===== src/rtl/fft_ctrl_pkg.sv =====
`default_nettype none
// ============================================================================
// Module      : fft_ctrl_pkg
// Description : Shared types, constants and {real,imag} packing helpers for
//               the FFT frame controller and its skid FIFO.
// Revision    : 1.0 - initial release
// ============================================================================
package fft_ctrl_pkg;

    typedef enum logic [1:0] {
        IDLE = 2'd0,
        RUN  = 2'd1,
        DONE = 2'd2
    } state_t;

    // Depth of the skid FIFO between the sample RAM and the core sink.
    localparam int C_FIFO_DEPTH = 2;

    // Packs two components of width dw (<= 32) into {re,im} in the low 2*dw
    // bits of a 64-bit word; callers truncate to their own word width.
    function automatic logic [63:0] pack_iq(input logic [31:0] re,
                                            input logic [31:0] im,
                                            input int          dw);
        logic [63:0] mask;
        mask = (64'd1 << dw) - 64'd1;
        return (({32'd0, re} & mask) << dw) | ({32'd0, im} & mask);
    endfunction

    function automatic logic [31:0] iq_real(input logic [63:0] w, input int dw);
        return 32'((w >> dw) & ((64'd1 << dw) - 64'd1));
    endfunction

    function automatic logic [31:0] iq_imag(input logic [63:0] w, input int dw);
        return 32'(w & ((64'd1 << dw) - 64'd1));
    endfunction

endpackage
`default_nettype wire


===== src/rtl/fft_skid_fifo.sv =====
`default_nettype none
// ============================================================================
// Module      : fft_skid_fifo
// Description : Two-entry skid FIFO. Push and pop may occur in the same cycle
//               when the FIFO is non-empty; push into a full FIFO is only
//               accepted when a pop frees a slot in the same cycle.
// Ports       : clk, reset (sync, active-high); push/push_data in;
//               pop in, pop_data out (head word); full, empty, count out.
// Revision    : 1.0 - initial release
// ============================================================================
module fft_skid_fifo
    import fft_ctrl_pkg::*;
#(
    parameter int WIDTH = 32
) (
    input  logic             clk,
    input  logic             reset,
    input  logic             push,
    input  logic [WIDTH-1:0] push_data,
    input  logic             pop,
    output logic [WIDTH-1:0] pop_data,
    output logic             full,
    output logic             empty,
    output logic [1:0]       count
);

    logic [WIDTH-1:0] r_mem [C_FIFO_DEPTH];
    logic             r_wptr;
    logic             r_rptr;
    logic [1:0]       r_count;
    logic             w_push;
    logic             w_pop;

    assign full     = (r_count == 2'(C_FIFO_DEPTH));
    assign empty    = (r_count == 2'd0);
    assign count    = r_count;
    assign pop_data = r_mem[r_rptr];

    assign w_pop  = pop && !empty;
    assign w_push = push && (!full || w_pop);

    always_ff @(posedge clk) begin
        if (reset) begin
            r_wptr  <= 1'b0;
            r_rptr  <= 1'b0;
            r_count <= 2'd0;
        end else begin
            if (w_push) r_wptr <= ~r_wptr;
            if (w_pop)  r_rptr <= ~r_rptr;
            r_count <= r_count + 2'(w_push) - 2'(w_pop);
        end
    end

    // Storage needs no reset: the head word is only observed when non-empty.
    always_ff @(posedge clk) begin
        if (w_push) r_mem[r_wptr] <= push_data;
    end

endmodule
`default_nettype wire


===== src/rtl/fft_frame_ctrl.sv =====
`default_nettype none
// ============================================================================
// Module      : fft_frame_ctrl
// Description : Sequences one FFT frame: streams FFT_LEN samples from the
//               sample RAM into the core sink (sop/eop, backpressure) through
//               a 2-entry skid FIFO, and writes the core source stream into the
//               result RAM, capturing the block exponent and protocol errors.
// Ports       : clk, reset (sync, active-high); start/inverse_cfg control in;
//               busy/done/err/exp_out status out; rd_* sample RAM port;
//               wr_* result RAM port; fft_sink_* to core; fft_source_* from
//               core; fft_inverse latched direction to core.
// Revision    : 1.0 - initial release
// ============================================================================
module fft_frame_ctrl
    import fft_ctrl_pkg::*;
#(
    parameter int FFT_LEN = 1024,
    parameter int AW      = 10,
    parameter int DW      = 16
) (
    input  logic            clk,
    input  logic            reset,
    input  logic            start,
    input  logic            inverse_cfg,
    output logic            busy,
    output logic            done,
    output logic            err,
    output logic [5:0]      exp_out,
    output logic            rd_en,
    output logic [AW-1:0]   rd_addr,
    input  logic [2*DW-1:0] rd_data,
    output logic            wr_en,
    output logic [AW-1:0]   wr_addr,
    output logic [2*DW-1:0] wr_data,
    output logic            fft_sink_valid,
    output logic            fft_sink_sop,
    output logic            fft_sink_eop,
    output logic [1:0]      fft_sink_error,
    output logic [DW-1:0]   fft_sink_real,
    output logic [DW-1:0]   fft_sink_imag,
    input  logic            fft_sink_ready,
    output logic            fft_inverse,
    input  logic            fft_source_valid,
    input  logic            fft_source_sop,
    input  logic            fft_source_eop,
    input  logic [1:0]      fft_source_error,
    input  logic [DW-1:0]   fft_source_real,
    input  logic [DW-1:0]   fft_source_imag,
    input  logic [5:0]      fft_source_exp,
    output logic            fft_source_ready
);

    localparam logic [AW:0] C_LEN  = (AW+1)'(FFT_LEN);
    localparam logic [AW:0] C_LAST = (AW+1)'(FFT_LEN - 1);

    state_t          r_state;
    state_t          w_state_next;
    logic [AW:0]     r_rd_cnt;
    logic [AW:0]     r_in_cnt;
    logic [AW:0]     r_wr_cnt;
    logic            r_rd_pending;
    logic            r_err;
    logic            r_inverse;
    logic [5:0]      r_exp;

    logic            w_run;
    logic            w_start_ok;
    logic            w_rd_en;
    logic            w_sink_beat;
    logic            w_src_beat;
    logic            w_wr_en;
    logic            w_src_bad;
    logic [2:0]      w_level;
    logic            w_fifo_full;
    logic            w_fifo_empty;
    logic [1:0]      w_fifo_count;
    logic [2*DW-1:0] w_fifo_dout;

    // ---------------- FSM ----------------
    always_ff @(posedge clk) begin
        if (reset) r_state <= IDLE;
        else       r_state <= w_state_next;
    end

    always_comb begin
        w_state_next = r_state;
        busy         = 1'b0;
        done         = 1'b0;
        case (r_state)
            IDLE: if (start) w_state_next = RUN;
            RUN: begin
                busy = 1'b1;
                if (r_in_cnt == C_LEN && r_wr_cnt == C_LEN) w_state_next = DONE;
            end
            DONE: begin
                done         = 1'b1;
                w_state_next = IDLE;
            end
            default: w_state_next = IDLE;
        endcase
    end

    assign w_run      = (r_state == RUN);
    assign w_start_ok = (r_state == IDLE) && start;

    // ---------------- Feed ----------------
    assign fft_sink_valid = w_run && !w_fifo_empty;
    assign w_sink_beat    = fft_sink_valid && fft_sink_ready;

    // Occupancy after this cycle's pop plus the read already in flight.
    // Counting the pop lets a new read issue every cycle while ready is high.
    assign w_level = 3'(w_fifo_count) + 3'(r_rd_pending) - 3'(w_sink_beat);
    assign w_rd_en = w_run && (r_rd_cnt < C_LEN) && (w_level < 3'(C_FIFO_DEPTH))
                     && !(w_fifo_full && !w_sink_beat);

    assign rd_en   = w_rd_en;
    assign rd_addr = w_rd_en ? r_rd_cnt[AW-1:0] : '0;

    fft_skid_fifo #(.WIDTH(2*DW)) u_skid (
        .clk       (clk),
        .reset     (reset),
        .push      (r_rd_pending),
        .push_data (rd_data),
        .pop       (w_sink_beat),
        .pop_data  (w_fifo_dout),
        .full      (w_fifo_full),
        .empty     (w_fifo_empty),
        .count     (w_fifo_count)
    );

    assign fft_sink_sop   = fft_sink_valid && (r_in_cnt == '0);
    assign fft_sink_eop   = fft_sink_valid && (r_in_cnt == C_LAST);
    assign fft_sink_error = 2'b00;
    assign fft_sink_real  = fft_sink_valid ? DW'(iq_real(64'(w_fifo_dout), DW)) : '0;
    assign fft_sink_imag  = fft_sink_valid ? DW'(iq_imag(64'(w_fifo_dout), DW)) : '0;
    assign fft_inverse    = r_inverse;

    // ---------------- Collect ----------------
    assign fft_source_ready = w_run;
    assign w_src_beat       = w_run && fft_source_valid;
    assign w_wr_en          = w_src_beat && (r_wr_cnt < C_LEN);
    assign wr_en            = w_wr_en;
    assign wr_addr          = w_wr_en ? r_wr_cnt[AW-1:0] : '0;
    assign wr_data          = w_wr_en ? (2*DW)'(pack_iq(32'(fft_source_real),
                                                        32'(fft_source_imag), DW)) : '0;

    assign w_src_bad = (fft_source_error != 2'b00)
                    || (fft_source_sop != (r_wr_cnt == '0))
                    || (fft_source_eop != (r_wr_cnt == C_LAST));

    assign err     = r_err;
    assign exp_out = r_exp;

    always_ff @(posedge clk) begin
        if (reset) begin
            r_rd_cnt     <= '0;
            r_in_cnt     <= '0;
            r_wr_cnt     <= '0;
            r_rd_pending <= 1'b0;
            r_err        <= 1'b0;
            r_inverse    <= 1'b0;
            r_exp        <= 6'd0;
        end else begin
            r_rd_pending <= w_rd_en;
            if (w_start_ok) begin
                r_rd_cnt  <= '0;
                r_in_cnt  <= '0;
                r_wr_cnt  <= '0;
                r_err     <= 1'b0;
                r_inverse <= inverse_cfg;
            end else if (w_run) begin
                if (w_rd_en)     r_rd_cnt <= r_rd_cnt + 1'b1;
                if (w_sink_beat) r_in_cnt <= r_in_cnt + 1'b1;
                if (w_src_beat) begin
                    if (w_wr_en) begin
                        r_wr_cnt <= r_wr_cnt + 1'b1;
                        if (fft_source_sop) r_exp <= fft_source_exp;
                        if (w_src_bad)      r_err <= 1'b1;
                    end else begin
                        // Surplus beat beyond the frame: dropped and flagged.
                        r_err <= 1'b1;
                    end
                end
            end
        end
    end

endmodule
`default_nettype wire

===== config.mk =====
export PLATFORM = sky130hd
export DESIGN_NAME = fft_frame_ctrl
export DESIGN_NICKNAME = d
export VERILOG_FILES = /design/src/rtl/fft_ctrl_pkg.sv /design/src/rtl/fft_skid_fifo.sv /design/src/rtl/fft_frame_ctrl.sv
export SDC_FILE = /design/constraint.sdc
export NUM_CORES = 1
export LEC_CHECK = 0
export CAP_MARGIN = 30
export CORE_ASPECT_RATIO = 0.5
export CORE_UTILIZATION = 41
export CTS_CLUSTER_SIZE = 8
export DETAILED_ROUTE_END_ITERATION = 10
export PLACE_DENSITY = 0.77
export SLEW_MARGIN = 5
export SYNTH_ARGS = -nofsm -noshare
export SYNTH_HDL_FRONTEND = slang
export SYNTH_SLANG_ARGS = --single-unit

===== constraint.sdc =====
create_clock -name clk -period 2.8 [get_ports clk]
set_input_delay 0.28 -clock clk [delete_from_list [all_inputs] [get_ports clk]]
set_output_delay 0.28 -clock clk [all_outputs]
set_load 0.005 [all_outputs]

==> results of run 1 <==
-- Yosys cell counts, drive strengths merged (3+ instances only) --
| cell | count |
|---|---|
| nor3 | 6 |
| inv | 12 |
| o21ai | 10 |
| edfxtp | 64 |
| dfxtp | 49 |
| o2111ai | 4 |
| nor2 | 57 |
| and3 | 3 |
| nand4 | 8 |
| o31ai | 4 |
| nand2 | 21 |
| and4 | 4 |
| ha | 8 |
| nor2b | 3 |
| or3 | 10 |
| nor4 | 4 |
| nand3 | 14 |
| a21oi | 23 |
| clkbuf | 18 |
| or4 | 4 |
| and2 | 56 |
| mux2i | 34 |
| buf | 9 |
| xor2 | 12 |
| xnor2 | 8 |
-- worst max-delay path, cell delays in order, from the launching register on --
cell and delay, ns:
dfxtp_2 0.32, and2b_2 0.25, nand3_4 0.11, inv_4 0.04, ha_4 0.24, nand2b_4 0.11, fa_2 0.43, and4bb_2 0.27
o21ai_4 0.10, clkinvlp_4 0.18, buf_6 0.14, and2_4 0.15, buf_6 0.11
-- state kept, by name (all words and copies together), names as in the netlist, named ones only --
signal         count
u_skid.r_mem      64
r_in_cnt          11
r_rd_cnt          11
r_wr_cnt          11
exp_out            6
r_state            2
u_skid.count       2
err                1
fft_inverse        1
r_rd_pending       1
u_skid.r_rptr      1
u_skid.r_wptr      1
-- layer usage --
metal	vias to the layer above	part of all wire	track usage
met5	-	0	0
met4	0	0.011	0.0740
met3	17	0.049	0.0429
met2	129	0.51	0.342
met1	1989	0.43	0.234
li1	2065	-	-
-- cells by family (layout without fill, tap and decap cells) --
group	Yosys count	in the layout	share of synthesized area
muxes	34	34	0.0668
other	1	2	0.000736
and+or+nand+nor	202	202	0.214
adders and majority gates	9	9	0.0236
buffers and inverters	39	260	0.0341
xor gates and xnor gates	20	20	0.0344
AOI/OAI and AO/OA	48	48	0.0569
DFF	113	113	0.569
-- area by class of cell --
type | count | area (sq um) | share of cell area
clock buffer | 18 | 429 | 0.0537
clock inverter | 14 | 140 | 0.0175
inverter | 12 | 50.0 | 0.00627
multi-input combinational | 315 | 2130 | 0.267
sequential | 113 | 2910 | 0.364
tap | 165 | 206 | 0.0258
timing repair buffer | 215 | 2110 | 0.265
timing repair inverter | 1 | 7.51 | 0.000940
-- cells in the final DEF (no fill, tap or decap), types with 6 or more instances in the layout --
master,count
nor3_1,6
nand2_1,21
and2_4,10
mux2i_1,34
clkdlybuf4s50_1,168
ha_1,7
o21ai_0,9
clkbuf_16,17
and2_1,45
xor2_1,12
inv_1,10
nand4_1,8
or3_1,8
buf_4,28
nand3_1,13
edfxtp_1,64
buf_6,18
nor2_1,57
dfxtp_1,44
a21oi_1,21
xnor2_1,7
-- path summary, 6_finish.rpt --
path	from	to	slack, ns	depth (start not counted)
setup / recovery	r_state[1]$_SDFFE_PP0P_	rd_addr[2]	-0.35	12
hold / removal	fft_source_exp[5]	exp_out[5]$_SDFFE_PP0P_	0.45	3
setup reg to reg	r_state[1]$_SDFFE_PP0P_	r_rd_cnt[7]$_SDFFE_PP0P_	0.04	11
hold reg to reg	exp_out[2]$_SDFFE_PP0P_	exp_out[2]$_SDFFE_PP0P_	0.45	2
-- repair_timing --
action | 4_1_cts | 5_1_grt
setup buffers | 12 | 4
gates cloned | 1 | 0
setup endpoints to repair | 11 | 17
hold buffers | 0 | 0
pin swaps | 7 | 10
gates resized for setup | 63 | 24
-- where the power goes --
group | switching (mW) | internal (mW)
clock network | 0.763 | 1.30
logic | 0.271 | 0.375
registers | 0.0330 | 1.83
total | 1.07 | 3.51
==> reports/qor.yml, run 1 <==
synth_area_leader_cell: "edfxtp_1"
ir_worst_vdd_mv: 0.313
seq_area_frac_synth: 0.569
grt_max_degree: 60
fin_area_sq_um: 7990
required_ns: 2.52
area_growth_pct: 56.7
power.density_nw_per_um2: 573
syn_avg_cell_area_sq_um: 10.9
final_cells: 853
synth_cells: 466
vias_per_cell: 4.92
dr.pass1.iters: 7
numCtsBuffers: 17
worst_clock_skew_ns: 0.00683
rsz0062_at_grt: "yes"
drive_gt1_frac: 0.163
antenna_found_initial: 0
violations: "setup timing"
core_region_area_sq_um: 11900
n_antenna_cell: 0
fin_setup_tns_ns: -3.14
initialDrtViolationCount: 175
period_needed_ns: 3.15
die_x_microns: 160
place_ws_ns: -0.359
grt_pass1_vias: 3969
grt_pass1_wl_microns: 19200
synth_area_leaders: "edfxtp_1 38%, dfxtp_1 19%, and2_1 6.9%, mux2i_1 6.7%, nor2_1 4.2%"
cts.clk_slew.worst_paths_ns: 0.05
finalMaxSlewViolations: 0
synth-edff-count: 64
via_count: 4200
gp_congestion: 0.847
drt.antenna.violating_nets: 0
fmax_mhz: 318
p_leak_nw: 2.84
hold_ws_ns: 0.446
async_flop_share: 0
cts.sinks: 113
grt_overflow_total: 0
maxCapViolCount: 0
placed_area_sq_um: 7190
ioPinCount: 182
timing.slew.headroom: 0.581
fillers: 875
synth_cell_type_count: 47
yosysWarnings: 0
synth-seq-cells: 113
yosys.area.top_type_share: 0.377
crit_type: "flop to output port"
port_buffers: 179
layout_setup_ws_ns: -0.346
cp_max_fo: 4
die_y_microns: 80.8
status: "finished with violations"
start_kind: "flop"
num_rows: 28
dieArea_sq_um: 12900
cp-end-kind: "output port"
total_power_mw: 4.58
clk_latency_ns: 0.41
netlist_area_sq_um: 5100
hold_path.class: "input port to flop"
crit_arrival_ns: 2.87
htree_levels: 4
cts_tree: "built"
cts_buffer_depth: 2
hpwl_microns: 8470
fin_util: 0.669
timing.final.crit_share: 1.12
tightest_slew_ns: 0.628
nets: 764
drc: 0
placed_cells: 809
grt_usage: 0.193
setup_viol: 11
wl_per_cell_microns: 14.8
ys.flop_type: "edfxtp_1"
hold_viol: 0
initial_utilization: 0.427
root_buffer: "clkbuf_16"
totalWireLength_microns: 12600
No activity file was read; power rests on OpenSTA's default activity.
==> inputs of run 2 (changes only) <==
--- a/config.mk
+++ b/config.mk
@@ -8,6 +8,7 @@
 export CAP_MARGIN = 30
 export CORE_ASPECT_RATIO = 0.5
 export CORE_UTILIZATION = 41
+export CTS_CLUSTER_DIAMETER = 80
 export CTS_CLUSTER_SIZE = 8
 export DETAILED_ROUTE_END_ITERATION = 10
 export PLACE_DENSITY = 0.77
==> results of run 2 <==
The final DEF is identical to that of run 1; final timing and power are the same.
